**src/rtl/pipe_ctrl.sv**
```systemverilog
// Pipeline sequencer: stage load/flush strobes, memory-wait freeze and timeout halt.
// Define PIPE_PERF_CNT_EN to build the stall/flush performance counters.
module pipe_ctrl #(
   parameter int unsigned MEM_TIMEOUT = 16,
   parameter int unsigned CNT_WIDTH   = 16
) (
   input  logic                 clk,
   input  logic                 rst,
   input  logic                 hazard,
   input  logic                 branch_taken,
   input  logic                 mem_req,
   input  logic                 mem_ready,
   input  logic                 status_update,
   output logic                 pc_ld,
   output logic                 if_id_ld,
   output logic                 if_id_flush,
   output logic                 id_exe_ld,
   output logic                 id_exe_flush,
   output logic                 exe_mem_ld,
   output logic                 mem_wb_ld,
   output logic                 status_ld,
   output logic                 halted,
   output logic [CNT_WIDTH-1:0] stall_cnt,
   output logic [CNT_WIDTH-1:0] flush_cnt
);

   localparam int unsigned WAIT_W = $clog2(MEM_TIMEOUT + 1) + 1;

   typedef enum logic [1:0] {RUN, MEM_WAIT, HALT} state_t;

   state_t            state, state_next;
   logic [WAIT_W-1:0] wait_cnt, wait_next, wait_inc;
   logic              advance;

   always_ff @(posedge clk) begin
      if (rst) begin
         state    <= RUN;
         wait_cnt <= '0;
      end else begin
         state    <= state_next;
         wait_cnt <= wait_next;
      end
   end

   always_comb begin
      state_next = state;
      wait_next  = wait_cnt;
      wait_inc   = (wait_cnt == '1) ? wait_cnt : wait_cnt + 1'b1;
      case (state)
         RUN: begin
            if (mem_req && !mem_ready) begin
               state_next = MEM_WAIT;
               wait_next  = WAIT_W'(1);
            end else begin
               wait_next  = '0;
            end
         end
         MEM_WAIT: begin
            // mem_ready takes precedence over the timeout in the same cycle
            if (mem_ready) begin
               state_next = RUN;
               wait_next  = '0;
            end else begin
               wait_next = wait_inc;
               if (MEM_TIMEOUT != 0 && 32'(wait_inc) >= MEM_TIMEOUT)
                  state_next = HALT;
            end
         end
         HALT: ;
         default: begin
            state_next = RUN;
            wait_next  = '0;
         end
      endcase
   end

   assign advance = !rst && ((state == RUN && (!mem_req || mem_ready)) ||
                             (state == MEM_WAIT && mem_ready));

   always_comb begin
      pc_ld        = 1'b0;
      if_id_ld     = 1'b0;
      if_id_flush  = 1'b0;
      id_exe_ld    = 1'b0;
      id_exe_flush = 1'b0;
      exe_mem_ld   = 1'b0;
      mem_wb_ld    = 1'b0;
      status_ld    = 1'b0;
      halted       = !rst && state == HALT;
      if (advance) begin
         pc_ld      = 1'b1;
         if_id_ld   = 1'b1;
         id_exe_ld  = 1'b1;
         exe_mem_ld = 1'b1;
         mem_wb_ld  = 1'b1;
         status_ld  = status_update;
         if (branch_taken) begin
            if_id_flush  = 1'b1;
            id_exe_flush = 1'b1;
         end else if (hazard) begin
            pc_ld        = 1'b0;
            if_id_ld     = 1'b0;
            id_exe_flush = 1'b1;
         end
      end
   end

`ifdef PIPE_PERF_CNT_EN
   logic freeze;

   assign freeze = !rst && ((state == RUN && mem_req && !mem_ready) ||
                            (state == MEM_WAIT && !mem_ready));

   always_ff @(posedge clk) begin
      if (rst) begin
         stall_cnt <= '0;
         flush_cnt <= '0;
      end else begin
         if (freeze && stall_cnt != '1)
            stall_cnt <= stall_cnt + 1'b1;
         if (advance && branch_taken && flush_cnt != '1)
            flush_cnt <= flush_cnt + 1'b1;
      end
   end
`else
   assign stall_cnt = '0;
   assign flush_cnt = '0;
`endif

endmodule

```
**config.mk**
```make
export PLATFORM = sky130hd
export DESIGN_NAME = pipe_ctrl
export DESIGN_NICKNAME = d
export VERILOG_FILES = /design/src/rtl/pipe_ctrl.sv
export SDC_FILE = /design/constraint.sdc
export NUM_CORES = 1
export LEC_CHECK = 0
export CORE_MARGIN = 3
export CORE_UTILIZATION = 39
export DETAILED_ROUTE_END_ITERATION = 6
export PLACE_DENSITY = 0.91
export SLEW_MARGIN = 20
export SYNTH_ARGS = -nofsm -noshare
export SYNTH_HDL_FRONTEND = slang
export SYNTH_SLANG_ARGS = --single-unit
```
**constraint.sdc**
```tcl
create_clock -name clk -period 2.5 [get_ports clk]
set_input_delay 0.5 -clock clk [delete_from_list [all_inputs] [get_ports clk]]
set_output_delay 0.5 -clock clk [all_outputs]
set_load 0.01 [all_outputs]
```
== Word level (Yosys, flattened, before mapping) ==
Index checks and enable logic that the tools add are counted.

* Register bits: 8
* Bits of input ports: 7
* Output and inout port bits: 41

* $add $sub $neg: 1
* Magnitude comparators: 1
* Equality and inequality tests: 5
* Muxes and demuxes: 18
* Bitwise gates (word level): 1
* Reductions and logical operators: 12

{| class="wikitable"
|+ Operator list
! operator !! number
|-
| one-hot mux 6 bit (3 select lines) || 1
|-
| two-way mux 6 bit || 2
|-
| two-way mux 1 bit || 11
|-
| adder 6 x 1 -> 6 bit (second input constant) || 1
|-
| == test 6 bit (second input constant) || 1
|-
| >= comparator 6 x 5 -> 1 bit (second input constant) || 1
|-
| two-way mux 2 bit || 3
|-
| one-hot mux 2 bit (3 select lines) || 1
|-
| logical AND 1 bit || 5
|-
| zero test 1 bit || 3
|-
| != test 3 bit (second input constant) || 1
|-
| AND reduction 3 bit || 1
|-
| == test 2 x 1 -> 1 bit (second input constant) || 1
|-
| == test 2 bit (second input constant) || 1
|-
| zero test 2 bit || 1
|-
| logical OR 1 bit || 2
|-
| != test 2 bit (second input constant) || 1
|-
| inverter 1 bit || 1
|}

== Logic depth before layout (Yosys ltp) ==
Gate-level depths: netlist (run 1).

* Word-level depth: 6
* Mapped depth: 4
* Gate-level depth less buffers: 4

== Worst setup path before layout (run 1) ==
Ideal clock, no wire load.

* Kind: input -> output
* From: input rst
* To: output pc_ld
* Arrival: 1337 ps
* Path slack: 663 ps
* Stages on the path: 4
* Cells stage by stage: nor2_1 -> o21a_1 -> a21boi_1 -> buf_4

* Cells in the longest elaborated chain, start to end: 3

{| class="wikitable"
|+ Ends and longest elaborated chain
! item !! line !! source
|-
| start: declaration || 8 || <nowiki>input logic rst,</nowiki>
|-
| zero test 1 bit || 77 || <nowiki>assign advance = !rst && ((state == RUN && (!mem_req || mem_ready)) ||</nowiki>
|-
| logical AND 1 bit || 77 ||
|-
| two-way mux 1 bit || n/a ||
|-
| end: declaration || 14 || <nowiki>output logic pc_ld,</nowiki>
|}

No other way between the ends.

== Final worst setup path (run 1) ==
* From: input mem_req
* To: output id_exe_ld

* Cells in the longest elaborated chain, start to end: 6

{| class="wikitable"
|+ Ends and longest elaborated chain
! item !! line !! source
|-
| start: declaration || 11 || <nowiki>input logic mem_req,</nowiki>
|-
| zero test 1 bit || 77 ||
|-
| logical OR 1 bit || 77 ||
|-
| logical AND 1 bit || 77 ||
|-
| logical OR 1 bit || 77 ||
|-
| logical AND 1 bit || 77 ||
|-
| two-way mux 1 bit || 90 || <nowiki>if (advance) begin</nowiki>
|-
| end: declaration || 17 || <nowiki>output logic id_exe_ld,</nowiki>
|}

No other way between the ends.

==> reports/results.ini, run 1 <==
[sta]
finalSetupViolCount=0
fin_skew_ns=0.00264
finalCriticalPeriod_ns=2.37
clock.fmax_mhz=422
hold_viol_final=0
tightest_slew_ns=0.661
drv_slew=0
period_share_pct=94.8
maxSlewHeadroom_pct=55.8
rsz0062_at_grt=false
worst_slack_ns=0.130

[logic_synthesis]
syn_inst=93
synth_top_area_cell=buf_4
synth-async-reset-ratio_pct=0
synth-edff-count=0
ys_ff_latch=8
ys_warn_count=0
seq_area_frac_synth_pct=21.2
synthTopCellsByArea=buf_4 (35%), dfxtp_1 (21%), a21oi_1 (4.0%)
syn_area_um2=757
yosys.area.top_type_share_pct=34.7
synthFlopType=dfxtp_1
synth_cell_types=33
syn_area_per_cell_um2=8.14

[min_path]
holdPathStages=1
hold_path_class=flop to flop

[die]
core_area_mm2=0.00178
die_h_um=50.1
initial_core_util_pct=42.5
ios=48
die-area_mm2=0.00251
dieWidth_um=50.1
rows=15

[finish]
final_design_area_no_fill_um2=855
fin_cells=136
n_fill_cell=172
area_growth_pct=12.9
antenna_cells=0
drive_gt1_share_pct=15.3
nets=121

[critical_path]
crit_cells=5
cp.required_ns=2.00
setup.worst_path.start=mem_req
crit_slowest_cell=clkdlybuf4s50_1
r2r_slack_ns=0.97
cp_max_fo=4
worstSetupPathType=input port to primary output
start_kind=input port
critPathBufInv=3
crit_path_max_incr_delay_ns=0.53
cp_common_cell=clkdlybuf4s50_1
rr_endpoint=wait_cnt[0]
r2r_cells=3
worstSetupEndpoint=id_exe_ld
arrival_ns=1.87
cp_cell_sequence=clkdlybuf4s50_1, nor2_1, o21a_1, buf_4, clkdlybuf4s50_1
end_kind=primary output
cpLargestDelayFamily=buffers and inverters
timing.rr.start=state[1]

[place]
dp_hpwl_um=1270
place_area_um2=808
gp_congestion=0.767
place_ws_ns=-0.163
dp.cells=130
place.port_buffers=15

[detailed_routing]
vias=637
first_iter_violations=20
post-route-drc-count=0
firstDrtPassIters=4
via_per_inst=4.68
drt_wl_total_um=1610
avgRoutedWirePerCell_um=11.9
final_antenna_net_count=0

[pwr]
powerDensity_mw_per_mm2=365
finalPower_mw=0.312
leakage_nw=0.430
ir_drop_v=0.000214

[grt]
grt_pass1_wl_um=2670
grt-ovfl-total=0
grt_max_degree=9
first_global_vias=607
gr-usage-all-layers_pct=13.8
antenna_found_initial=0

[cts]
worst_skew_pair.late_latency_ns=0.26
clkTransAtPathRegs_ns=0.06
cts-root-buf=clkbuf_4
cts_tree=done
cts_made_buffers=3
cts_num_sinks=8
cts.hold.buffers_added=0
htreeDepth=1
clock_path_buffers=2

[outcome]
status=finished, final reports clean

[run]
cap_violations=0

-- flip-flops by register name, summed over array words and instances, names as in the netlist --
| name | flops |
|---|---|
| wait_cnt | 6 |
| state | 2 |
-- cell families after synthesis --
group	share of synthesized area [%]
other cells	0.495
buf+inv	38.0
fa+ha+maj	1.65
simple gates	14.4
flops	21.2
compound gates	24.3
-- cells in the final DEF, fill, tap and decap left out, drive strengths merged, types with 2 or more instances in the layout --
cell            n
and2            2
nor2            3
o21a            2
o31ai           2
clkdlybuf4s50   8
and3            3
o21ai           3
dfxtp           8
clkbuf          5
a41oi           2
dlymetal6s2s    3
buf             7
conb           32
a22o            2
dlygate4sd2     2
inv             3
nand3           2
nand2           2
a21oi           6
-- synth_stat cells (2+ instances only) --
cell / n
a22o_1: 2
inv_1: 2
nor2_1: 3
buf_2: 2
dfxtp_1: 8
o21a_1: 2
buf_4: 35
o21ai_1: 3
a21oi_1: 6
a41oi_1: 2
and3_1: 3
nand3_1: 2
nand2_1: 2
and2_1: 2
-- cell type report --
class | count | area (um2) | share of cell area [%]
repair buffers | 22 | 198 | 23.1
well taps | 25 | 31.3 | 3.66
multi-input cells | 75 | 432 | 50.5
inverters | 3 | 11.3 | 1.32
clock buffers | 3 | 22.5 | 2.64
flip-flops and latches | 8 | 160 | 18.7
-- routing by layer --
metal / GRT usage (%) / wire [um] / up-vias
met1: 13.7 / 519 / 288
met4: 6.91 / 32 / 0
met3: 4.53 / 176 / 5
li1: - / - / 296
met2: 25.2 / 886 / 48
met5: 0 / 0 / -
-- timing repair --
item / 4_1_cts / 5_1_grt
endpoints found under the setup margin: 4 / 7
resized for setup: 5 / 8
setup buffers: 3 / 0
-- metrics by stage --
stage	utilization, %	hold slack [ns]	setup TNS, ns
finish	47.9	0.561	0
global route	47.9	0.624	0
CTS	47.8	0.558	0
detailed placement	45.3	0.544	-0.407
global placement	45.3	0.532	-0.00496
floorplan	-	0.505	0
-- how the worst min path moves through the flow --
| stage | start | to |
|---|---|---|
| floorplan | wait_cnt[1] | wait_cnt[1] |
| global placement | wait_cnt[1] | wait_cnt[1] |
| detailed placement | wait_cnt[1] | wait_cnt[1] |
| CTS | wait_cnt[1] | wait_cnt[1] |
| global route | wait_cnt[0] | wait_cnt[0] |
| finish | wait_cnt[1] | wait_cnt[1] |
-- where the power goes --
group | internal (mW) | switching (mW)
sequential | 0.130 | 0.00246
clock | 0.0552 | 0.0480
combinational | 0.0324 | 0.0439
total | 0.217 | 0.0944
No activity file was read; power rests on OpenSTA's default activity.
==> run 2, diff against run 1 <==
- CORE_UTILIZATION: 39 -> 40
- CTS_BUF_LIST: not set -> sky130_fd_sc_hd__clkbuf_8
- PLACE_DENSITY: 0.91 -> 0.93
==> run 2 against run 1 <==
Via count fell by 2.5%. Global-route usage decreased by 0.72 points. Power grew 14%. Die area down 2.2%. Sequential share of layout area grew 0.25 points. Setup slack lost 0.093 ns. Final cell count is 2.9% lower. Core utilization is 0.13 points lower. Maximum frequency is 3.8% lower. First-iteration DRC count shrank 30%. Sequential power about the same. Non-clock buffer count shrank 4. Highest routed layer unchanged.
==> reports/results.ini, run 2 (same netlist as run 1, synthesis figures left out) <==
[critical_path]
worstSetupEndpoint=if_id_flush
cp_common_cell=clkdlybuf4s50_1
cp_max_fo=7
setup.worst_path.start=rst
rr_endpoint=wait_cnt[1]
worstSetupPathType=input port to primary output
crit_path_max_incr_delay_ns=0.53
cp_cell_sequence=clkdlybuf4s50_1, nor2_2, o21a_2, and2_1, clkdlybuf4s50_1
crit_slowest_cell=clkdlybuf4s50_1
end_kind=primary output
timing.rr.start=state[1]
r2r_cells=3
start_kind=input port
cpLargestDelayFamily=buffers and inverters
crit_cells=5
critPathBufInv=2
cp.required_ns=2.00
arrival_ns=1.96
r2r_slack_ns=0.93

[run]
cap_violations=0

[sta]
period_share_pct=98.5
maxSlewHeadroom_pct=57.4
finalCriticalPeriod_ns=2.46
tightest_slew_ns=0.637
clock.fmax_mhz=406
drv_slew=0
finalSetupViolCount=0
setup_tns_ns=0
timing.hold.ws_ns=0.554
fin_skew_ns=0.00181
hold_viol_final=0

[cts]
clkTransAtPathRegs_ns=0.04
cts-root-buf=clkbuf_8
cts_tree=done
cts.repair.resized=3
cts_num_sinks=8
worst_skew_pair.late_latency_ns=0.23
cts_made_buffers=3
clock_path_buffers=2
post_cts_buffers=0
cts.hold.buffers_added=0
htreeDepth=1

[place]
place.port_buffers=15
dp_hpwl_um=1260
place_area_um2=801
gp_congestion=0.823

[grt]
grt_pass1_wl_um=2310
grt_max_degree=9
first_global_vias=519
antenna_found_initial=0
gr-usage-all-layers_pct=13.1
grt-ovfl-total=0

[outcome]
status=finished, final reports clean

[detailed_routing]
met1Wirelength_um=502
via_per_inst=4.70
drt_wl_total_um=1550
final_antenna_net_count=0
post-route-drc-count=0
firstDrtPassIters=4
wl_met2_um=863
highest_layer=met4
first_iter_violations=14
vias=621
avgRoutedWirePerCell_um=11.7
dr_wl_met3_um=137

[die]
die_h_um=49.5
initial_core_util_pct=42.9
rows=15
core_area_mm2=0.00176
die-area_mm2=0.00245
dieWidth_um=49.5
ios=48

[finish]
nets=117
antenna_cells=0
largest-register=wait_cnt
largest_reg_flops=6
reg_top3=wait_cnt x6, state x2
multi_input_area_um2=429
final_common_cell=conb_1
final_design_area_no_fill_um2=843
drive_gt1_share_pct=10.3
final_cell_mix=conb_1 (32), clkdlybuf4s50_1 (13), dfxtp_1 (8)
n_fill_cell=173
area_growth_pct=11.4
layout.area.seq_um2=160

[pwr]
powerDensity_mw_per_mm2=423
ir_drop_v=0.000255
leakage_nw=0.380

[min_path]
hold_path_class=flop to flop

-- run 2: cell types whose count changed in the layout (fill, tap and decap cells not counted), sizes merged --
cell,before,now
clkdlybuf4s50,8,13
clkbuf,5,3
buf,7,3
dlymetal6s2s,3,0
-- run 2: cell type report --
type / instances / area share [%]
multi-input combinational: 75 / 50.9
timing repair buffer: 18 / 20.2
sequential: 8 / 19.0
clock buffer: 3 / 4.90
tap: 25 / 3.71
inverter: 3 / 1.34
-- run 2: worst min path at each step --
stage           startpoint           to  slack (ns)  depth (start not counted)
2_1_floorplan  wait_cnt[1]  wait_cnt[1]        0.50                          1
3_3_place_gp   wait_cnt[1]  wait_cnt[1]        0.53                          1
3_5_place_dp   wait_cnt[1]  wait_cnt[1]        0.54                          1
4_1_cts        wait_cnt[1]  wait_cnt[1]        0.55                          1
5_1_grt        wait_cnt[1]  wait_cnt[1]        0.58                          1
6_report       wait_cnt[1]  wait_cnt[1]        0.55                          1
-- run 2: stage by stage --
step / utilization (%) / power (mW) / setup slack (ns) / cells
2_1_floorplan: - / 0.214 / 0.663 / 124
3_3_place_gp: 45.4 / 0.203 / -0.0246 / 129
3_5_place_dp: 45.4 / 0.207 / -0.135 / 129
4_1_cts: 47.7 / 0.359 / 0.0169 / 132
5_1_grt: 47.8 / 0.374 / -0.0154 / 132
6_report: 47.8 / 0.356 / 0.0367 / 132
-- run 2: layer usage --
metal / vias up / GRT usage (%)
met2: 40 / 22.8
li1: 291 / -
met3: 7 / 6.04
met1: 283 / 11.7
met5: - / 0
met4: 0 / 10.1
-- run 2: power by group --
part / leakage (nW) / switching [mW] / internal, mW
registers: 0.0648 / 0.00255 / 0.130
logic: 0.293 / 0.0418 / 0.0300
clock network: 0.0216 / 0.0477 / 0.104
==> run 3, diff against run 2 <==
- CTS_CLUSTER_DIAMETER: not set -> 30
==> results of run 3 <==
Final layout, timing and power as in run 2 (identical DEF).
